File: src/rtl/smi_rx_arbiter.sv
// Round-robin burst scheduler sharing the SMI read path between the two RX channel FIFOs.
// Output words can be tagged in bit 31 with the source channel ID.
module smi_rx_arbiter #(
    parameter int BURST_WORDS = 16,
    parameter bit TAG_EN      = 1'b1
) (
    input  logic        i_sys_clk,
    input  logic        i_rst_b,
    input  logic [1:0]  i_ch_en,
    input  logic        i_ch0_empty,
    input  logic        i_ch1_empty,
    input  logic [31:0] i_ch0_data,
    input  logic [31:0] i_ch1_data,
    output logic        o_ch0_pull,
    output logic        o_ch1_pull,
    input  logic        i_pull,
    output logic [31:0] o_data,
    output logic        o_empty,
    output logic        o_cur_ch,
    output logic        o_pull_err
);

    localparam int CW = $clog2(BURST_WORDS) + 1;

    typedef enum logic [1:0] {
        IDLE,
        FETCH,
        VALID
    } state_t;

    state_t        state;
    logic          cur_ch;
    logic [CW-1:0] burst_cnt;

    logic [1:0]    elig;
    logic          cur_elig;
    logic          oth_elig;
    logic [CW-1:0] cnt_inc;
    logic          at_limit;
    logic          sel_ch;
    logic          clr_cnt;
    logic          do_select;
    logic [31:0]   fetch_word;

    assign elig     = i_ch_en & {~i_ch1_empty, ~i_ch0_empty};
    assign cur_elig = elig[cur_ch];
    assign oth_elig = elig[~cur_ch];

    // The word being handed out on this cycle's i_pull counts toward the burst
    // before the grant decision, so the limit check sees the incremented value.
    always_comb begin
        cnt_inc = burst_cnt;
        if (state == VALID && i_pull && burst_cnt != {CW{1'b1}})
            cnt_inc = burst_cnt + CW'(1);
    end

    assign at_limit = (cnt_inc >= CW'(BURST_WORDS));

    always_comb begin
        sel_ch  = cur_ch;
        clr_cnt = 1'b0;
        if (at_limit || !cur_elig) begin
            if (oth_elig) begin
                sel_ch  = ~cur_ch;
                clr_cnt = 1'b1;
            end else if (cur_elig) begin
                clr_cnt = 1'b1;
            end
        end
    end

    // Pull strobes are issued in the decision cycle itself so the FIFO data is
    // ready for the following FETCH cycle; reset blocks them outright.
    assign do_select  = i_rst_b && (|elig) &&
                        ((state == IDLE) || (state == VALID && i_pull));
    assign o_ch0_pull = do_select & ~sel_ch;
    assign o_ch1_pull = do_select &  sel_ch;
    assign o_cur_ch   = do_select ? sel_ch : cur_ch;

    always_comb begin
        fetch_word = cur_ch ? i_ch1_data : i_ch0_data;
        if (TAG_EN)
            fetch_word[31] = cur_ch;
    end

    always_ff @(posedge i_sys_clk or negedge i_rst_b) begin
        if (!i_rst_b) begin
            state      <= IDLE;
            cur_ch     <= 1'b0;
            burst_cnt  <= '0;
            o_data     <= 32'h0;
            o_empty    <= 1'b1;
            o_pull_err <= 1'b0;
        end else begin
            if (i_pull && o_empty)
                o_pull_err <= 1'b1;

            case (state)
                IDLE: begin
                    if (do_select) begin
                        cur_ch    <= sel_ch;
                        burst_cnt <= clr_cnt ? '0 : cnt_inc;
                        state     <= FETCH;
                    end
                end
                FETCH: begin
                    o_data  <= fetch_word;
                    o_empty <= 1'b0;
                    state   <= VALID;
                end
                VALID: begin
                    if (i_pull) begin
                        o_empty <= 1'b1;
                        if (do_select) begin
                            cur_ch    <= sel_ch;
                            burst_cnt <= clr_cnt ? '0 : cnt_inc;
                            state     <= FETCH;
                        end else begin
                            burst_cnt <= cnt_inc;
                            state     <= IDLE;
                        end
                    end
                end
                default: state <= IDLE;
            endcase
        end
    end

endmodule

File: config.mk
export PLATFORM = sky130hd
export DESIGN_NAME = smi_rx_arbiter
export DESIGN_NICKNAME = d
export VERILOG_FILES = /design/src/rtl/smi_rx_arbiter.sv
export SDC_FILE = /design/constraint.sdc
export NUM_CORES = 1
export LEC_CHECK = 0
export ABC_AREA = 1
export BUFFER_PORTS_ARGS = -buffer_cell sky130_fd_sc_hd__buf_2
export CORE_ASPECT_RATIO = 1.25
export CORE_MARGIN = 5
export CORE_UTILIZATION = 45
export DETAILED_ROUTE_END_ITERATION = 12
export PLACE_DENSITY_LB_ADDON = 0.1
export SETUP_SLACK_MARGIN = 0.05
export SLEW_MARGIN = 15
export SYNTH_ARGS = -nofsm -noshare
export SYNTH_HDL_FRONTEND = slang
export SYNTH_SLANG_ARGS = --single-unit
File: constraint.sdc
create_clock -name i_sys_clk -period 2.12 [get_ports i_sys_clk]
set_input_delay 0.106 -clock i_sys_clk [delete_from_list [all_inputs] [get_ports i_sys_clk]]
set_output_delay 0.106 -clock i_sys_clk [all_outputs]
set_load 0.02 [all_outputs]
==> results of run 1 <==
==> worst reg2reg max path, stage by stage, from the launching register on <==
cell     delay [ns]
dfrtp_1        0.41
ha_2           0.20
nand2_1        0.06
nor2_1         0.05
ha_1           0.20
inv_2          0.09
nand4_4        0.09
buf_4          0.17
inv_2          0.08
nand2_2        0.06
xnor2_2        0.12
nand2_1        0.05
inv_1          0.04
==> what timing repair did <==
item | in CTS | in global routing
hold endpoints to repair | 41 | 0
setup buffers | 2 | 0
resized for setup | 4 | 6
pin swaps | 1 | 5
hold buffers | 1 | 0
endpoints found under the setup margin | 3 | 3
cloned | 0 | 0
==> report_power, final <==
group	internal [mW]	switching (mW)	leakage, nW
clock	0.232	0.280	0.0452
sequential	1.13	0.199	0.518
combinational	0.566	1.03	0.924
total	1.93	1.51	1.49
==> sequential cells by signal, summed over array words and instances, names as in the netlist <==
signal	cells
cur_ch	1
burst_cnt	5
o_data	32
state	2
o_pull_err	1
o_empty	1
==> area by class of cell <==
type	instances	area [µm²]	area share, %
flip-flops and latches	42	1052	38.00
multi-input cells	179	883.3	31.90
repair buffers	113	603.1	21.78
clock buffers	6	72.57	2.621
well taps	58	72.57	2.621
inverters	19	71.32	2.576
clock inverters	2	13.76	0.4971
==> through the flow <==
step                      setup WS (ns)  cells  power [mW]  cell area [µm²]  hold WS (ns)
after detailed placement         0.2270    408       2.915             2624        0.2603
after global placement           0.2713    408       2.891             2624        0.2656
final                           0.08570    419       3.442             2769       0.06076
after floorplan                  0.3253    253       2.352             2052       -0.1896
after global routing           -0.08863    419       3.715             2769       0.05878
after CTS                       0.04113    419       3.457             2749       0.05189
==> worst paths after layout <==
path                                           from                  endpoint  cells past startpoint
max                        burst_cnt[1]$_DFFE_PN0P_                o_ch1_pull                     12
min reg2reg                  o_pull_err$_DFFE_PN0P_    o_pull_err$_DFFE_PN0P_                      1
max reg2reg                burst_cnt[1]$_DFFE_PN0P_  burst_cnt[2]$_DFFE_PN0P_                     12
min in group asynchronous                   i_rst_b     o_data[7]$_DFFE_PN0P_                      3
max in group asynchronous                   i_rst_b       o_empty$_DFFE_PN1P_                      3
min                                  i_ch0_data[18]    o_data[18]$_DFFE_PN0P_                      3
==> routing by layer <==
| layer | share of wire (%) | track usage [%] |
|---|---|---|
| met1 | 40 | 22.01 |
| met2 | 50 | 32.88 |
| met3 | 7.1 | 5.627 |
| met4 | 2.9 | 8.362 |
| met5 | 0 | 0 |
==> logic make-up (layout without fill, tap and decap cells) <==
logic type               Yosys count  count (layout)  share of synthesized area (%)
buffers and inverters             32             140                          6.585
AO/OA/AOI/OAI                     68              68                          16.77
XOR/XNOR                           3               3                          1.647
AND/OR/NAND/NOR                  106             106                          22.50
flip-flops                        42              42                          51.28
adder cells (fa/ha/maj)            2               2                          1.219
==> Yosys cell counts, drive strengths merged <==
cell | count | share of area, %
clkbuf | 3 | 0.55
nand3 | 4 | 1.5
nand4 | 3 | 1.2
ha | 2 | 1.2
buf | 10 | 2.6
xnor2 | 2 | 1.2
o21bai | 1 | 0.37
dfrtp | 41 | 50
dfstp | 1 | 1.3
inv | 19 | 3.5
nor2 | 39 | 8.2
xor2 | 1 | 0.43
nand2 | 60 | 12
o21ai | 65 | 16
a21oi | 1 | 0.24
o22ai | 1 | 0.31
==> impl_metrics.yaml, run 1 <==
status:
  status: "finished, final reports clean"
floorplanning:
  die_h_um: 85.50
  num_io_pins: 108
  rows: 27
  coreArea_mm2: 0.004425
  dieArea_mm2: 0.006019
  fp.dieW_um: 70.40
  start_util_pct: 46.37
sta:
  worst_pin_slew_ns: 0.5805
  rsz0062_at_grt: "true"
  fin_crit_sh_pct: 95.96
  maxSlewHeadroom_pct: 61.25
  max_freq_mhz: 491.6
  hold_viol_final: 0
  final-setup-viol-count: 0
  finClkSkew_ns: 0.008218
  finalCriticalPeriod_ns: 2.034
  setup_tns_ns: 0
  slew_violations: 0
clocking:
  cts-root-buf: "clkbuf_8"
  cts_max_path_buffers: 2
  htreeDepth: 2
  cts_tree: "built"
  clock_sinks: 42
  clkSlewWorstSetupHoldPaths_ns: 0.08
  cts_buffers: 5
  insertion_delay_ns: 0.30
synth:
  yosys_warnings: 0
  syn_inst: 253
  synth_cell_types: 24
  ys_seq_elements: 42
  yosysSeqAreaShare_pct: 51.28
  syn-num-nets: 326
  syn_avg_cell_area_um2: 8.111
  netlist_area_mm2: 0.002052
worst_setup_path:
  crit_required_ns: 2.01
  end_kind: "primary output"
  cp_cell_sequence: "ha_2 -> nand2_1 -> nor2_1 -> ha_1 -> inv_1 -> nand4_1 -> nand2_1 -> nand3_2 -> nand2_2 -> nand2_2 -> inv_1 -> buf_6"
  crit_buf_inv: 3
  critical_path.startpoint_type: "flip-flop"
  cp_slowest_cell: "dfrtp_1"
  path_delay_family: "adder cells"
  critPathKind: "flip-flop to primary output"
  worst-path-max-fanout: 3
  crit_path_max_incr_delay_ns: 0.41
  crit_arrival_ns: 1.93
  r2r_setup_slack_ns: 0.42
global_route:
  grt_pass1_vias: 2051
  grt_max_degree: 43
  track_usage_pct: 19.14
  grt_first_pass_wirelength_um: 9239
  grt-ovfl-total: 0
  antenna_found_initial: 0
worst_hold_path:
  hold_path_class: "primary input to flip-flop"
final_layout:
  final_core_util_pct: 62.57
  final_cell_mix: "buf_2 (102), o21ai_1 (59), nand2_1 (54)"
  fill_cells: 450
  nets: 433
  area_growth_pct: 34.94
  final_common_cell: "buf_2"
  drive_above_1_share_pct: 39.06
  antenna_cells: 0
power:
  cellLeakagePower_nw: 1.487
  max-vdd-ir-drop_mv: 0.6154
  power_density_mw_per_mm2: 1243
drt:
  antenna_left: 0
  viasPerCell: 4.952
  drt-initial-drc-count: 63
  num_vias: 2075
  dr.pass1.iters: 4
  post_drt_wl_per_cell_um: 13.41
  routed_wl_um: 5619
  route.detailed.drc: 0
place:
  hpwl_um: 4100
  io_buffer_count: 105
  gp_congestion: 0.8566
run:
  cap_violations: 0
(Power assumes the default switching activity.)
==> run 2: changes to the inputs <==
- HOLD_SLACK_MARGIN: unset -> 0.08
==> run 2 against run 1 <==
Effect of this change: die area is the same; routed wire length grew 14%; clock skew grew 0.00066 ns; total power grew 9.4%; critical endpoint unchanged; largest cell class is now buffers.
==> impl_metrics.yaml, run 2 (synthesized netlist as in run 1, its figures left out) <==
status:
  status: "finished, final reports clean"
final_layout:
  fill_cells: 387
  antenna_cells: 0
  area_growth_pct: 58.35
  nets: 481
  largest_reg_flops: 32
  final_common_cell: "buf_2"
  design_area_mm2: 0.003249
  final_cell_mix: "buf_2 (102), o21ai_1 (59), nand2_1 (54)"
  regMostFlops: "o_data"
  top_regs: "o_data x32, burst_cnt x5, state x2"
  drive_above_1_share_pct: 34.72
  final_core_util_pct: 73.42
  layout.cells.non_filler: 467
drt:
  drt-initial-drc-count: 106
  routed_wl_um: 6397
  wl_met3_um: 400
  dr.pass1.iters: 4
  antenna_left: 0
  route.detailed.drc: 0
  post_drt_wl_per_cell_um: 13.70
  routed.top_layer: "met4"
  num_vias: 2313
  dr_wl_met2_um: 3300
  viasPerCell: 4.953
  met1Wirelength_um: 2515
power:
  power_frac_seq_pct: 35.5
  p_clk_share_pct: 13.6
  cellLeakagePower_nw: 1.703
  p_sw_mw: 1.586
  power_density_mw_per_mm2: 1159
  netSwitchingFraction_pct: 42.13
  p_comb_share_pct: 51.0
  p_int_mw: 2.179
  max-vdd-ir-drop_mv: 0.6844
sta:
  hold_viol_final: 0
  slew_violations: 0
  setup_tns_ns: 0
  max_freq_mhz: 488.1
  worst_pin_slew_ns: 0.5304
  finClkSkew_ns: 0.008881
  maxSlewHeadroom_pct: 64.64
  rsz0062_at_grt: "true"
  finalCriticalPeriod_ns: 2.049
  fin_crit_sh_pct: 96.64
  final-setup-viol-count: 0
clocking:
  cts-root-buf: "clkbuf_8"
  cts_buffers: 5
  htreeDepth: 2
  cts_max_path_buffers: 2
  clkSlewWorstSetupHoldPaths_ns: 0.08
  insertion_delay_ns: 0.30
  cts_tree: "built"
  clock_sinks: 42
floorplanning:
  coreArea_mm2: 0.004425
  num_io_pins: 108
  fp.dieW_um: 70.40
  rows: 27
  dieArea_mm2: 0.006019
  start_util_pct: 46.37
  die_h_um: 85.50
global_route:
  track_usage_pct: 21.95
  antenna_found_initial: 0
  grt_first_pass_wirelength_um: 10630
  grt_max_degree: 43
  grt_pass1_vias: 2361
  grt-ovfl-total: 0
place:
  placedCellCount: 408
  hpwl_um: 4100
  place_area_mm2: 0.002624
  io_buffer_count: 105
  gp_congestion: 0.8566
worst_setup_path:
  end_kind: "primary output"
  worst-path-max-fanout: 3
  critical_path.startpoint_type: "flip-flop"
  crit_required_ns: 2.01
  critPathKind: "flip-flop to primary output"
  crit_arrival_ns: 1.94
run:
  cap_violations: 0
worst_hold_path:
  hold_path_class: "primary input to flip-flop"
## run 2: cell types whose count changed in the layout (fill, tap and decap cells not counted)
cell,change
buf_4,+1
dlygate4sd3_1,+47
inv_2,-1
inv_4,+1
## run 2: per-stage QoR
| step | power, mW | hold WS [ns] | setup WS, ns |
|---|---|---|---|
| floorplan | 2.352 | -0.1896 | 0.3253 |
| global placement | 2.891 | 0.2656 | 0.2713 |
| detailed placement | 2.915 | 0.2603 | 0.2270 |
| CTS | 3.739 | 0.08056 | 0.04113 |
| global route | 4.046 | 0.09407 | -0.08895 |
| finish | 3.766 | 0.08216 | 0.07126 |
## run 2: worst max-delay path, stage by stage, from the launching register on
cell	delay (ns)
dfrtp_1	0.41
ha_2	0.20
nand2_1	0.06
nor2_1	0.05
ha_1	0.29
inv_1	0.06
nand4_1	0.09
nand2_1	0.10
nand3_2	0.07
nand2_2	0.07
nand2_2	0.06
inv_1	0.07
buf_6	0.11
## run 2: final timing paths
check | start | endpoint | slack (ns) | depth (start not counted)
worst max register to register | cur_ch$_DFFE_PN0P_ | o_data[6]$_DFFE_PN0P_ | 0.30 | 5
worst min register to register | o_pull_err$_DFFE_PN0P_ | o_pull_err$_DFFE_PN0P_ | 0.49 | 1
worst max-delay path | burst_cnt[1]$_DFFE_PN0P_ | o_ch1_pull | 0.07 | 12
min in group asynchronous | i_rst_b | burst_cnt[3]$_DFFE_PN0P_ | 0.46 | 3
worst min-delay path | i_ch1_data[12] | o_data[12]$_DFFE_PN0P_ | 0.08 | 3
max in group asynchronous | i_rst_b | o_empty$_DFFE_PN1P_ | 1.30 | 3
## run 2: layout make-up
type                            count  area (µm²)  area share (%)
Tap cell                           58       72.57           2.233
Sequential cell                    42        1052           32.38
Multi-Input combinational cell    179       883.3           27.19
Timing Repair Buffer              161        1081           33.27
Clock inverter                      2       13.76          0.4236
Clock buffer                        6       72.57           2.233
Inverter                           19       73.82           2.272
## run 2: power by group through the flow
stage / Clock [mW] / Combinational (mW) / Sequential [mW]
5_1_grt: 0.558 / 2.11 / 1.38
6_report: 0.511 / 1.92 / 1.34
3_5_place_dp: 0 / 1.57 / 1.34
4_1_cts: 0.526 / 1.89 / 1.33
2_1_floorplan: 0 / 0.685 / 1.67
3_3_place_gp: 0 / 1.55 / 1.34
## run 2: metal layers
metal	GRT usage (%)	up-vias
li1	-	1124
met1	25.08	1087
met2	38.33	84
met3	6.096	18
met4	9.233	0
met5	0	-
## run 2: what timing repair did
item,in CTS,in global routing
buffers inserted,2,1
resized for setup,4,8
pin swaps,1,6
cloned,0,0
setup endpoints to repair,3,24
endpoints found under the hold margin,67,0
hold buffers,48,0
==> run 3: changes to the inputs <==
- ABC_AREA: 1 -> unset
==> run 3 against run 2 <==
Effect of this change: the flow now finishes with violations (setup timing); cell count down 21%; clock skew down 0.0040 ns; clock-buffer cell count unchanged; via count down 23%; design area down 14%; worst setup slack worse by 0.41 ns; non-clock buffer count down 45; routed wire length down 25%; clock power down 5.3%; global-route usage down 5.2 points; register-to-register slack worse by 0.18 ns; sequential cell count unchanged.
==> impl_metrics.yaml, run 3 <==
status:
  status: "complete, but fails checks"
  violations: "setup timing"
synth:
  yosysMostFrequentCell: "dfrtp_1"
  synth-async-reset-ratio_pct: 100.0
  yosysTopAreaCellShare_pct: 50.68
  yosysSeqAreaShare_pct: 51.98
  syn_inst: 199
  ys_seq_elements: 42
  ys_top_cells_by_count: "dfrtp_1 (41), nand2_1 (36), o21ai_0 (35), mux2i_1 (33), nor2_1 (7)"
  synth_ff_type: "dfrtp_1"
  yosys_warnings: 0
  synth_cell_types: 31
  yosysTopAreaCell: "dfrtp_1"
  syn_avg_cell_area_um2: 10.17
  ys_top_cells_by_area: "dfrtp_1 (51%), mux2i_1 (16%), o21ai_0 (8.7%)"
  syn-num-nets: 272
  netlist_area_mm2: 0.002024
  synth_edf_count: 0
worst_setup_path:
  critPathKind: "flip-flop to primary output"
  worst-path-max-fanout: 4
  crit_arrival_ns: 2.35
  r2r_setup_slack_ns: 0.12
  worstRegToRegCells: 7
  end_kind: "primary output"
  critical_path.startpoint_type: "flip-flop"
  crit_required_ns: 2.01
  r2r_end: "cur_ch$_DFFE_PN0P_"
  worst_r2r_startpoint: "burst_cnt[0]$_DFFE_PN0P_"
final_layout:
  final_common_cell: "buf_2"
  multi_input_area_um2: 959.7
  area_growth_pct: 37.76
  final_core_util_pct: 63.50
  nets: 383
  largest_reg_flops: 32
  design_area_mm2: 0.002789
  regMostFlops: "o_data"
  layout.cells.non_filler: 368
  regArea_mm2: 0.001054
  final_cell_mix: "buf_2 (103), dfrtp_1 (40), nand2_1 (36)"
  top_regs: "o_data x32, burst_cnt x5, state x2"
  antenna_cells: 0
  drive_above_1_share_pct: 42.90
  fill_cells: 415
clocking:
  clock_sinks: 42
  cts_buffers: 5
  insertion_delay_ns: 0.29
  cts-root-buf: "clkbuf_8"
  cts_max_path_buffers: 2
  clkSlewWorstSetupHoldPaths_ns: 0.07
  htreeDepth: 2
  cts_tree: "built"
global_route:
  gr-max-usage-layer: "met2"
  grt-ovfl-total: 0
  grt_first_pass_wirelength_um: 8100
  track_usage_pct: 16.76
  grt.met2_usage_pct: 31.21
  grt_pass1_vias: 1919
  grt_max_degree: 45
  grt_use_met1_pct: 17.52
  antenna_found_initial: 0
  grt_use_met3_pct: 4.621
floorplanning:
  dieArea_mm2: 0.005948
  num_io_pins: 108
  fp.dieW_um: 69.99
  die_h_um: 84.99
  coreArea_mm2: 0.004392
  rows: 27
  start_util_pct: 46.10
place:
  placedCellCount: 358
  hpwl_um: 3811
  place_area_mm2: 0.002668
  gp_congestion: 0.7574
  io_buffer_count: 105
sta:
  worst_pin_slew_ns: 0.5390
  rsz0062_at_grt: "true"
  slew_violations: 0
  setup_ws_ns: -0.3401
  fin_crit_sh_pct: 116.0
  hold_ws_ns: 0.09250
  hold_viol_final: 0
  final-setup-viol-count: 3
  finClkSkew_ns: 0.004917
  maxSlewHeadroom_pct: 64.06
  max_freq_mhz: 406.5
  finalCriticalPeriod_ns: 2.460
power:
  max-vdd-ir-drop_mv: 0.5655
  power_density_mw_per_mm2: 1026
  cellLeakagePower_nw: 1.551
  power.total_mw: 2.861
drt:
  viasPerCell: 4.815
  route.detailed.drc: 0
  drt-initial-drc-count: 49
  routed_wl_um: 4812
  num_vias: 1772
  dr.pass1.iters: 3
  antenna_left: 0
  post_drt_wl_per_cell_um: 13.08
worst_hold_path:
  min_to: "o_pull_err$_DFFE_PN0P_"
  hp-start: "i_pull"
  hold_path_class: "primary input to flip-flop"
  hold_path_depth: 2
run:
  cap_violations: 0
run 3: power breakdown:
group	internal, mW	switching, mW	leakage, nW
logic	0.464	0.682	1.00
registers	1.07	0.161	0.514
clock network	0.226	0.258	0.0373
total	1.76	1.10	1.55
run 3: area by class of cell:
class | count | area share, %
Multi-Input combinational cell | 143 | 34.41
Inverter | 2 | 0.2692
Tap cell | 58 | 2.602
Clock buffer | 6 | 2.602
Clock inverter | 1 | 0.2692
Timing Repair Buffer | 116 | 22.07
Sequential cell | 42 | 37.77
run 3: stage by stage:
| step | setup WS [ns] | setup TNS, ns |
|---|---|---|
| after floorplan | -0.03592 | -0.03592 |
| after global placement | -0.06102 | -0.06102 |
| after detailed placement | -0.09335 | -0.09335 |
| after CTS | -0.3464 | -0.9684 |
| after global routing | -0.4100 | -1.160 |
| final | -0.3401 | -0.8729 |
run 3: how the worst max path moves through the flow:
stage | depth (start not counted) | end | startpoint
2_1_floorplan | 8 | o_cur_ch | burst_cnt[0]$_DFFE_PN0P_
3_3_place_gp | 8 | o_cur_ch | burst_cnt[1]$_DFFE_PN0P_
3_5_place_dp | 8 | o_cur_ch | burst_cnt[1]$_DFFE_PN0P_
4_1_cts | 8 | o_cur_ch | burst_cnt[0]$_DFFE_PN0P_
5_1_grt | 8 | o_cur_ch | burst_cnt[0]$_DFFE_PN0P_
6_report | 8 | o_cur_ch | burst_cnt[0]$_DFFE_PN0P_
run 3: kinds of logic (layout without fill, tap and decap cells):
kind of cell | count (synthesis) | count (layout) | share of synthesized area, %
flops | 42 | 42 | 51.98
mux | 35 | 35 | 17.55
simple gates | 59 | 59 | 13.29
fa+ha+maj | 2 | 2 | 1.236
buf+inv | 14 | 125 | 2.967
compound gates | 43 | 43 | 11.25
xor+xnor | 4 | 4 | 1.731
run 3: what timing repair did:
item,CTS,global route
gates resized for setup,4,1
hold buffers,1,0
endpoints found under the hold margin,41,0
pin swaps,3,1
buffers inserted,1,1
endpoints found under the setup margin,3,5
run 3: per-layer routing:
metal	vias up	share of wire (%)
met4	0	1.9
met2	54	54
li1	906	-
met1	803	37
met5	-	0
met3	9	6.6
run 3: critical path, stage by stage (launching register included):
cell	delay (ns)
dfrtp_1	0.39
ha_2	0.19
and3_4	0.18
ha_4	0.15
and4bb_2	0.33
mux2i_4	0.10
or4_4	0.50
nand4_1	0.09
buf_4	0.15
